$ cat config.mk
export PLATFORM = sky130hd
export DESIGN_NAME = fetch_unit
export DESIGN_NICKNAME = d
export VERILOG_FILES = /design/src/rtl/fetch_unit_pkg.sv /design/src/rtl/fetch_buffer.sv /design/src/rtl/fetch_unit.sv
export SDC_FILE = /design/constraint.sdc
export NUM_CORES = 1
export LEC_CHECK = 0
export CORE_MARGIN = 4
export CORE_UTILIZATION = 40
export CTS_CLUSTER_DIAMETER = 50
export DETAILED_ROUTE_END_ITERATION = 10
export GPL_TIMING_DRIVEN = 0
export PLACE_DENSITY = 0.68
export SKIP_CTS_REPAIR_TIMING = 1
export SYNTH_ARGS = -nofsm -noshare
export SYNTH_HDL_FRONTEND = slang
export SYNTH_SLANG_ARGS = --single-unit
$ cat constraint.sdc
create_clock -name clock -period 8.1 [get_ports clock]
set_input_delay 1.62 -clock clock [delete_from_list [all_inputs] [get_ports clock]]
set_output_delay 1.62 -clock clock [all_outputs]
set_load 0.02 [all_outputs]
$ cat src/rtl/fetch_unit_pkg.sv
// Shared types for the instruction fetch unit.
// JZJCOREF_FETCH_PREFETCH_BUFFER_EN selects a 2-entry prefetch FIFO instead of a single register.
package JZJCoreFTypes;

    typedef enum logic [1:0] {
        IDLE    = 2'd0,
        REQUEST = 2'd1,
        DISCARD = 2'd2,
        HALT    = 2'd3
    } FetchState;

    typedef struct packed {
        logic [31:0] instruction;
        logic [31:0] pc;
    } FetchEntry;

`ifdef JZJCOREF_FETCH_PREFETCH_BUFFER_EN
    localparam int FETCH_BUFFER_DEPTH = 2;
`else
    localparam int FETCH_BUFFER_DEPTH = 1;
`endif

endpackage

$ cat src/rtl/fetch_buffer.sv
// Shift-register FIFO holding fetched {instruction, pc} entries; entry 0 is the head.
// Depth follows JZJCOREF_FETCH_PREFETCH_BUFFER_EN through FETCH_BUFFER_DEPTH.
module fetch_buffer
    import JZJCoreFTypes::*;
#(
    parameter int DEPTH = FETCH_BUFFER_DEPTH,
    localparam int CW = $clog2(DEPTH + 1)
) (
    input  logic      clock,
    input  logic      reset,
    input  logic      push,
    input  logic      pop,
    input  logic      flush,
    input  FetchEntry pushEntry,
    output FetchEntry headEntry,
    output logic      full,
    output logic      almostFull,
    output logic      empty,
    output logic      spaceAvailable
);

    FetchEntry     entries [DEPTH];
    logic [CW-1:0] occupancy;
    logic [CW-1:0] writeIdx;

    // A simultaneous pop shifts everything down, so the new word lands one slot lower.
    assign writeIdx       = pop ? (occupancy - CW'(1)) : occupancy;
    assign headEntry      = entries[0];
    assign empty          = (occupancy == CW'(0));
    assign full           = (occupancy == CW'(DEPTH));
    assign almostFull     = (occupancy == CW'(DEPTH - 1));
    assign spaceAvailable = !full;

    // Storage and occupancy update; flush only clears occupancy, stale data is never visible.
    always_ff @(posedge clock) begin
        if (!reset) begin
            occupancy <= '0;
            for (int i = 0; i < DEPTH; i++) begin
                entries[i] <= '0;
            end
        end else if (flush) begin
            occupancy <= '0;
        end else begin
            for (int i = 0; i < DEPTH; i++) begin
                if (push && (CW'(i) == writeIdx)) begin
                    entries[i] <= pushEntry;
                end else if (pop) begin
                    entries[i] <= entries[(i + 1) % DEPTH];
                end else begin
                    entries[i] <= entries[i];
                end
            end
            occupancy <= occupancy + CW'(push) - CW'(pop);
        end
    end

endmodule

$ cat src/rtl/fetch_unit.sv
// Instruction fetch unit: fetch FSM and PC feeding a prefetch buffer towards the decoder.
// Buffer depth is selected by JZJCOREF_FETCH_PREFETCH_BUFFER_EN (see JZJCoreFTypes).
module fetch_unit
    import JZJCoreFTypes::*;
#(
    parameter logic [31:0] RESET_VECTOR = 32'h00000000
) (
    input  logic        clock,
    input  logic        reset,
    output logic [31:0] memAddr,
    output logic        memReq,
    input  logic        memAck,
    input  logic [31:0] memData,
    output logic [31:0] instruction,
    output logic        instructionValid,
    output logic [31:0] instructionPC,
    input  logic        advance,
    input  logic        redirect,
    input  logic [31:0] redirectAddress,
    output logic        fetchFault
);

    FetchState   state;
    logic [31:0] fetchPC;
    FetchEntry   pushEntry;
    FetchEntry   headEntry;
    logic        bufFull;
    logic        bufAlmostFull;
    logic        bufEmpty;
    logic        bufSpace;
    logic        redirectTaken;
    logic        misaligned;
    logic        outstanding;
    logic        doPush;
    logic        doPop;
    logic        spaceAfterPush;

    assign redirectTaken    = redirect && !fetchFault;
    assign misaligned       = (redirectAddress[1:0] != 2'b00);
    assign outstanding      = memReq && !memAck;
    assign doPush           = (state == REQUEST) && memReq && memAck && !redirectTaken;
    assign doPop            = advance && !bufEmpty && !redirectTaken;
    // The slot for the in-flight request is already reserved, so stay only if another remains.
    assign spaceAfterPush   = doPop || !(bufFull || bufAlmostFull);
    assign pushEntry        = '{instruction: memData, pc: memAddr};
    assign instruction      = headEntry.instruction;
    assign instructionPC    = headEntry.pc;
    assign instructionValid = !bufEmpty;

    fetch_buffer u_fetch_buffer (
        .clock          (clock),
        .reset          (reset),
        .push           (doPush),
        .pop            (doPop),
        .flush          (redirectTaken),
        .pushEntry      (pushEntry),
        .headEntry      (headEntry),
        .full           (bufFull),
        .almostFull     (bufAlmostFull),
        .empty          (bufEmpty),
        .spaceAvailable (bufSpace)
    );

    // Fetch FSM; memAddr only moves when no request is waiting for its acknowledge.
    always_ff @(posedge clock) begin
        if (!reset) begin
            state      <= IDLE;
            fetchPC    <= RESET_VECTOR;
            memAddr    <= RESET_VECTOR;
            memReq     <= 1'b0;
            fetchFault <= 1'b0;
        end else if (redirectTaken) begin
            if (misaligned) begin
                fetchFault <= 1'b1;
                state      <= outstanding ? DISCARD : HALT;
                memReq     <= outstanding;
            end else begin
                fetchPC <= redirectAddress;
                state   <= outstanding ? DISCARD : REQUEST;
                memReq  <= 1'b1;
                if (!outstanding) begin
                    memAddr <= redirectAddress;
                end else begin
                    memAddr <= memAddr;
                end
            end
        end else begin
            case (state)
                IDLE: begin
                    if (!fetchFault && (bufSpace || doPop)) begin
                        state  <= REQUEST;
                        memReq <= 1'b1;
                    end else begin
                        state  <= IDLE;
                        memReq <= 1'b0;
                    end
                end
                REQUEST: begin
                    if (memAck) begin
                        fetchPC <= fetchPC + 32'd4;
                        memAddr <= fetchPC + 32'd4;
                        state   <= spaceAfterPush ? REQUEST : IDLE;
                        memReq  <= spaceAfterPush;
                    end else begin
                        state  <= REQUEST;
                        memReq <= 1'b1;
                    end
                end
                DISCARD: begin
                    if (memAck) begin
                        memAddr <= fetchPC;
                        state   <= fetchFault ? HALT : REQUEST;
                        memReq  <= !fetchFault;
                    end else begin
                        state  <= DISCARD;
                        memReq <= 1'b1;
                    end
                end
                HALT: begin
                    state  <= HALT;
                    memReq <= 1'b0;
                end
                default: begin
                    state  <= IDLE;
                    memReq <= 1'b0;
                end
            endcase
        end
    end

endmodule

==> impl_metrics.json, run 1 <==
{
  "power_leakage_nw": 3.063,
  "cts-buffers-inserted": 17,
  "stdcell_area_um2": 9061,
  "startpoint_type": "input pin",
  "cts_tree": "done",
  "outcome": "finished, final reports clean",
  "cts.reportedPaths.clkPinSlew_ps": 60,
  "wl_per_cell_um": 20.18,
  "grt_max_degree": 45,
  "netlist_instances": 693,
  "die_h_um": 135.6,
  "ys_warn_count": 0,
  "tightestPinTransition_ps": 1299,
  "port_buffers": 166,
  "yosys.area.top_type": "edfxtp_1",
  "synthTopCellsByArea": "edfxtp_1, dfxtp_1, and2_1",
  "grt.total_usage_pct": 24.43,
  "die-area_um2": 18400,
  "drtPass1Iterations": 7,
  "drc_errors": 0,
  "n_antenna_cell": 0,
  "place.gp.congestion": 0.9400,
  "dp_hpwl_mm": 16.54,
  "post-route-period-util_pct": 59.78,
  "fmax_ghz": 0.2065,
  "min_path_type": "reg2reg",
  "fin_crit_ps": 4842,
  "synthDistinctLibCells": 65,
  "path_buf_inv": 5,
  "end_kind": "flop",
  "cpMostUsedCell": "clkbuf_1",
  "pwr_density_cell_nw_per_um2": 202.8,
  "power_switching_share_pct": 28.02,
  "crit_slowest_cell": "nor2_1",
  "maxSlewViolCount": 0,
  "cp.required_ps": 8390,
  "clk_latency_ps": 420,
  "synth_nets": 765,
  "avgSynthCellArea_um2": 9.403,
  "final_common_cell": "clkdlybuf4s50_1",
  "setup_viol": 0,
  "synth.yosys.seq_area_share_pct": 50.69,
  "cts_htree_levels": 4,
  "gr-total-overflow": 0,
  "routed-via-count": 6299,
  "synth_edf_count": 64,
  "critPathMaxFanout": 10,
  "pin_count": 168,
  "netlist.area_leader.share_pct": 29.49,
  "synth_area_um2": 6516,
  "drtAntennaViolNets": 0,
  "cpPeakStageDelay_ps": 540,
  "rows": 46,
  "drv_cap": 0,
  "crit_arrival_ps": 5130,
  "cts_root_buf": "clkbuf_16",
  "clkPwrFrac_pct": 42.3,
  "crit_chain": "clkdlybuf4s50_1, nand2b_1, clkbuf_1, clkbuf_1, clkbuf_1, and3_1, ha_1, nand2_1, nor2_1, clkbuf_1, and2_1",
  "postPlaceCellArea_um2": 8471,
  "p_sw_uw": 515.0,
  "drtIter0Drc": 671,
  "hold_violations": 0,
  "synth-seq-cells": 133,
  "fp.dieW_um": 135.6,
  "final_cell_mix": "clkdlybuf4s50_1, dfxtp_1, nand2_1, and2_1, edfxtp_1",
  "critPathTopFamily": "buffers and inverters",
  "grt_setup_unrepaired": "no",
  "via_per_inst": 5.685,
  "start_util_pct": 40.87,
  "cts_sinks": 133,
  "cts_max_path_buffers": 2,
  "fp.coreArea_um2": 15940,
  "drive_gt1_share_pct": 5.381,
  "synthFlopType": "dfxtp_1",
  "internal_power_mw": 1.323,
  "ir_worst_vdd_mv": 0.1540,
  "drt-total-wl_mm": 22.36,
  "slew_headroom_pct": 12.60,
  "worstSetupPathType": "in2reg",
  "final.setup.tns_ps": 0,
  "comb_power_share_pct": 15.9,
  "first_global_vias": 6137,
  "area_delta_synth_final_pct": 39.06,
  "nNetsFinal": 951,
  "antenna_found_initial": 0,
  "grt_pass1_wl_mm": 34.36,
  "finClkSkew_ps": 11.18,
  "power_frac_seq_pct": 41.8,
  "ys_async_sr_fraction_pct": 0
}
==> area by class of cell <==
cell class	count	area (µm²)
multi-input cells	495	2964
well taps	216	270.3
inverters	8	30.03
fillers	1456	6882
flip-flops and latches	133	3303
plain buffers	57	221.5
clock buffers	17	425.4
clock inverters	15	165.2
repair buffers	167	1682
==> worst paths after layout <==
path / start / end / slack, ps / depth (start not counted)
setup / recovery: redirect / u_fetch_buffer.entries[0][4] / 3260 / 11
hold / removal: memAddr[14] / memAddr[14] / 490 / 2
setup reg to reg: fetchFault / u_fetch_buffer.entries[0][4] / 4420 / 10
hold reg to reg: memAddr[14] / memAddr[14] / 490 / 2
==> metal layers <==
metal / wire length [µm] / vias up / share of wire [%] / track usage, %
met3: 2351 / 55 / 11 / 5.758
met5: 0 / - / 0 / 0
met4: 620 / 0 / 2.8 / 10.64
li1: - / 2942 / - / -
met2: 10400 / 401 / 47 / 39.24
met1: 8987 / 2901 / 40 / 31.54
==> registers in the layout (all words and copies together), names as in the netlist <==
signal / flops
fetchFault: 1
u_fetch_buffer.entries: 64
u_fetch_buffer.full: 1
fetchPC: 32
state: 2
memAddr: 32
memReq: 1
==> per-stage QoR <==
step                      utilization, %  setup slack, ps  power [mW]  hold WS (ps)  instances
final                              56.84             3258       1.838         485.8       1108
after global routing               56.84             2969       1.902         513.0       1108
after CTS                          56.84             3194       1.841         480.9       1108
after detailed placement           53.13             2794       1.068         472.0       1076
after global placement             52.99             1776       1.068         454.2       1075
after floorplan                        -             3449      0.9187         452.4        693
==> power by group through the flow <==
| stage | combinational [mW] | sequential [mW] | clock, mW |
|---|---|---|---|
| global route | 0.311 | 0.772 | 0.819 |
| global placement | 0.285 | 0.783 | 0 |
| detailed placement | 0.286 | 0.782 | 0 |
| CTS | 0.288 | 0.768 | 0.785 |
| floorplan | 0.107 | 0.812 | 0 |
| finish | 0.292 | 0.768 | 0.777 |
==> cells by family after synthesis <==
kind of cell / share of synthesized area (%)
adder cells (fa/ha/maj): 0.5761
flip-flops: 50.69
AO/OA/AOI/OAI: 16.38
buffers and inverters: 3.860
XOR/XNOR: 3.360
AND/OR/NAND/NOR: 24.50
multiplexers: 0.6336
==> worst min-delay path: cells and delay by family (launching register included) <==
family	cells	cell delay, ps
flops	1	310
compound gates	1	60
simple gates	1	60
==> Yosys cell counts (3+ instances only) <==
cell type / count
a221oi_1: 6
nor3_1: 18
nand2_1: 69
xor2_1: 13
or3_1: 8
nor4_1: 16
nand2b_1: 4
o22ai_1: 14
and2_1: 67
a31oi_1: 4
ha_1: 3
nand3_1: 30
and4_1: 3
o21ai_0: 41
nand4_1: 14
or4_1: 6
nor2b_1: 4
o311ai_0: 6
edfxtp_1: 64
buf_2: 6
o211ai_1: 9
o21a_1: 3
a311oi_1: 8
a22oi_1: 8
inv_1: 7
xnor2_1: 12
clkbuf_1: 49
dfxtp_1: 69
and3_1: 7
o221ai_1: 7
mux2i_1: 3
nor2_1: 43
a21oi_1: 32
(Power assumes the default switching activity.)
==> inputs of run 2 (changes only) <==
--- a/config.mk
+++ b/config.mk
@@ -10,7 +10,7 @@
 export CTS_CLUSTER_DIAMETER = 50
 export DETAILED_ROUTE_END_ITERATION = 10
 export GPL_TIMING_DRIVEN = 0
-export PLACE_DENSITY = 0.68
+export PLACE_DENSITY = 0.7
 export SKIP_CTS_REPAIR_TIMING = 1
 export SYNTH_ARGS = -nofsm -noshare
 export SYNTH_HDL_FRONTEND = slang
==> constraint.sdc (replaced) <==
create_clock -name clock -period 4.4 [get_ports clock]
set_input_delay 0.88 -clock clock [delete_from_list [all_inputs] [get_ports clock]]
set_output_delay 0.88 -clock clock [all_outputs]
set_load 0.02 [all_outputs]
==> run 2 against run 1 <==
  * Critical path depth is the same
  * Sequential power up 85%
  * Flip-flop and latch count unchanged
  * Core utilization fell by 0.39 points
  * Cell count fell by 0.18%
  * Register-to-register slack worse by 3600 ps
  * Clock power grew 70%
  * Routed wire length increased by 1.4%
  * Combinational power grew 84%
  * Setup slack lost 2900 ps
  * Global-route usage down 0.10 points
==> impl_metrics.json, run 2 (same netlist as run 1, synthesis figures left out) <==
{
  "via_per_inst": 5.752,
  "worstRegToRegCells": 10,
  "rows": 46,
  "fmax_ghz": 0.2483,
  "dp_hpwl_mm": 16.71,
  "clkPwrFrac_pct": 40.3,
  "power_frac_seq_pct": 43.3,
  "cts_sinks": 133,
  "drtIter0Drc": 761,
  "cts_htree_levels": 4,
  "cts.reportedPaths.clkPinSlew_ps": 60,
  "finClkSkew_ps": 11.34,
  "hold_depth": 2,
  "power_leakage_nw": 3.029,
  "min_path_type": "reg2reg",
  "grt_setup_unrepaired": "no",
  "worstSetupPathType": "in2reg",
  "path_buf_inv": 5,
  "end_kind": "flop",
  "cts_tree": "done",
  "grt_pass1_wl_mm": 34.33,
  "startpoint_type": "input pin",
  "drc_errors": 0,
  "dp.cells": 1075,
  "clk_latency_ps": 420,
  "drtPass1Iterations": 5,
  "post-route-period-util_pct": 91.52,
  "outcome": "finished, final reports clean",
  "place.gp.congestion": 0.9422,
  "fp.coreArea_um2": 15940,
  "setup_viol": 0,
  "ir_worst_vdd_mv": 0.2606,
  "setup_slack_ps": 373.2,
  "final.setup.tns_ps": 0,
  "hold_violations": 0,
  "postPlaceCellArea_um2": 8456,
  "reg.largest.list": "u_fetch_buffer.entries: 64 flops, fetchPC: 32 flops, memAddr: 32 flops",
  "gr-total-overflow": 0,
  "cts-buffers-inserted": 17,
  "fin_cells": 1106,
  "top_register": "u_fetch_buffer.entries",
  "cpMostUsedCell": "clkbuf_1",
  "largest_reg_flops": 64,
  "pin_count": 168,
  "wl_per_cell_um": 20.49,
  "crit_slowest_cell": "clkdlybuf4s50_1",
  "stdcell_area_um2": 8999,
  "finalCoreUtilization_pct": 56.44,
  "fillers": 1439,
  "cp.depth": 11,
  "crit_chain": "clkdlybuf4s50_1, nand2b_1, clkbuf_1, clkbuf_1, clkbuf_1, and3_1, ha_1, nand2_1, nor2_2, clkbuf_1, and2_1",
  "final_common_cell": "clkdlybuf4s50_1",
  "nNetsFinal": 950,
  "fin_crit_ps": 4027,
  "drv_cap": 0,
  "pre_cts_slack_ps": -212.5,
  "first_global_vias": 5752,
  "start_util_pct": 40.87,
  "port_buffers": 166,
  "grt_max_degree": 65,
  "drive_gt1_share_pct": 5.169,
  "drt-total-wl_mm": 22.66,
  "finalPower_mw": 3.272,
  "cp.required_ps": 4680,
  "crit_arrival_ps": 4310,
  "p_sw_uw": 915.4,
  "final_cell_mix": "clkdlybuf4s50_1, dfxtp_1, nand2_1, and2_1, edfxtp_1",
  "tightestPinTransition_ps": 1311,
  "drtAntennaViolNets": 0,
  "maxSlewViolCount": 0,
  "routed-via-count": 6362,
  "pwr_density_cell_nw_per_um2": 363.6,
  "cpPeakStageDelay_ps": 510,
  "critPathTopFamily": "buffers and inverters",
  "comb_power_share_pct": 16.4,
  "die_h_um": 135.6,
  "area_delta_synth_final_pct": 38.10,
  "cts_root_buf": "clkbuf_16",
  "cts_max_path_buffers": 2,
  "whs_ps": 475.2,
  "antenna_found_initial": 0,
  "die-area_um2": 18400,
  "critPathMaxFanout": 10,
  "internal_power_mw": 2.357,
  "power_switching_share_pct": 27.98,
  "grt.total_usage_pct": 24.33,
  "n_antenna_cell": 0,
  "fp.dieW_um": 135.6,
  "slew_headroom_pct": 11.76
}
[run 2: cell count changes in the layout (fill, tap and decap cells not counted), sizes merged]
cell | previous run | this run
buf | 9 | 8
bufinv | 2 | 1
clkbuf | 66 | 67
clkinv | 4 | 9
clkinvlp | 1 | 2
inv | 16 | 9
[run 2: power by group through the flow]
stage | Sequential (mW) | Clock, mW | Combinational, mW
floorplan | 1.50 | 0 | 0.196
global placement | 1.44 | 0 | 0.524
detailed placement | 1.44 | 0 | 0.527
CTS | 1.41 | 1.32 | 0.530
global route | 1.42 | 1.38 | 0.570
finish | 1.42 | 1.32 | 0.537
[run 2: layer usage]
layer,wire (µm),vias up,share of wire [%],global-route usage [%]
met5,0,-,0,0
met3,2333,57,10,4.346
met2,10260,365,45,38.47
met4,684,0,3.0,8.679
met1,9386,3003,41,33.61
li1,-,2937,-,-
[run 2: path summary, 6_finish.rpt]
| kind | start | endpoint | slack, ps |
|---|---|---|---|
| worst max-delay path | redirect | u_fetch_buffer.entries[0][8] | 370 |
| worst min-delay path | memAddr[5] | memAddr[5] | 480 |
| worst max register to register | fetchFault | u_fetch_buffer.entries[0][8] | 840 |
| worst min register to register | memAddr[5] | memAddr[5] | 480 |
[run 2: layout make-up]
class                           count  area (µm²)  area share (%)
Inverter                            8       30.03          0.3337
Multi-Input combinational cell    495        2972           33.02
Clock buffer                       18       429.2           4.769
Sequential cell                   133        3303           36.71
Buffer                             57       221.5           2.461
Timing Repair Buffer              166        1662           18.46
Tap cell                          216       270.3           3.003
Clock inverter                     13       111.4           1.237
[run 2: worst min-delay path: cells and delay by family, from the launching register on]
kind	cells	cell delay (ps)
DFF	1	320
and+or+nand+nor	1	60
AOI/OAI and AO/OA	1	50
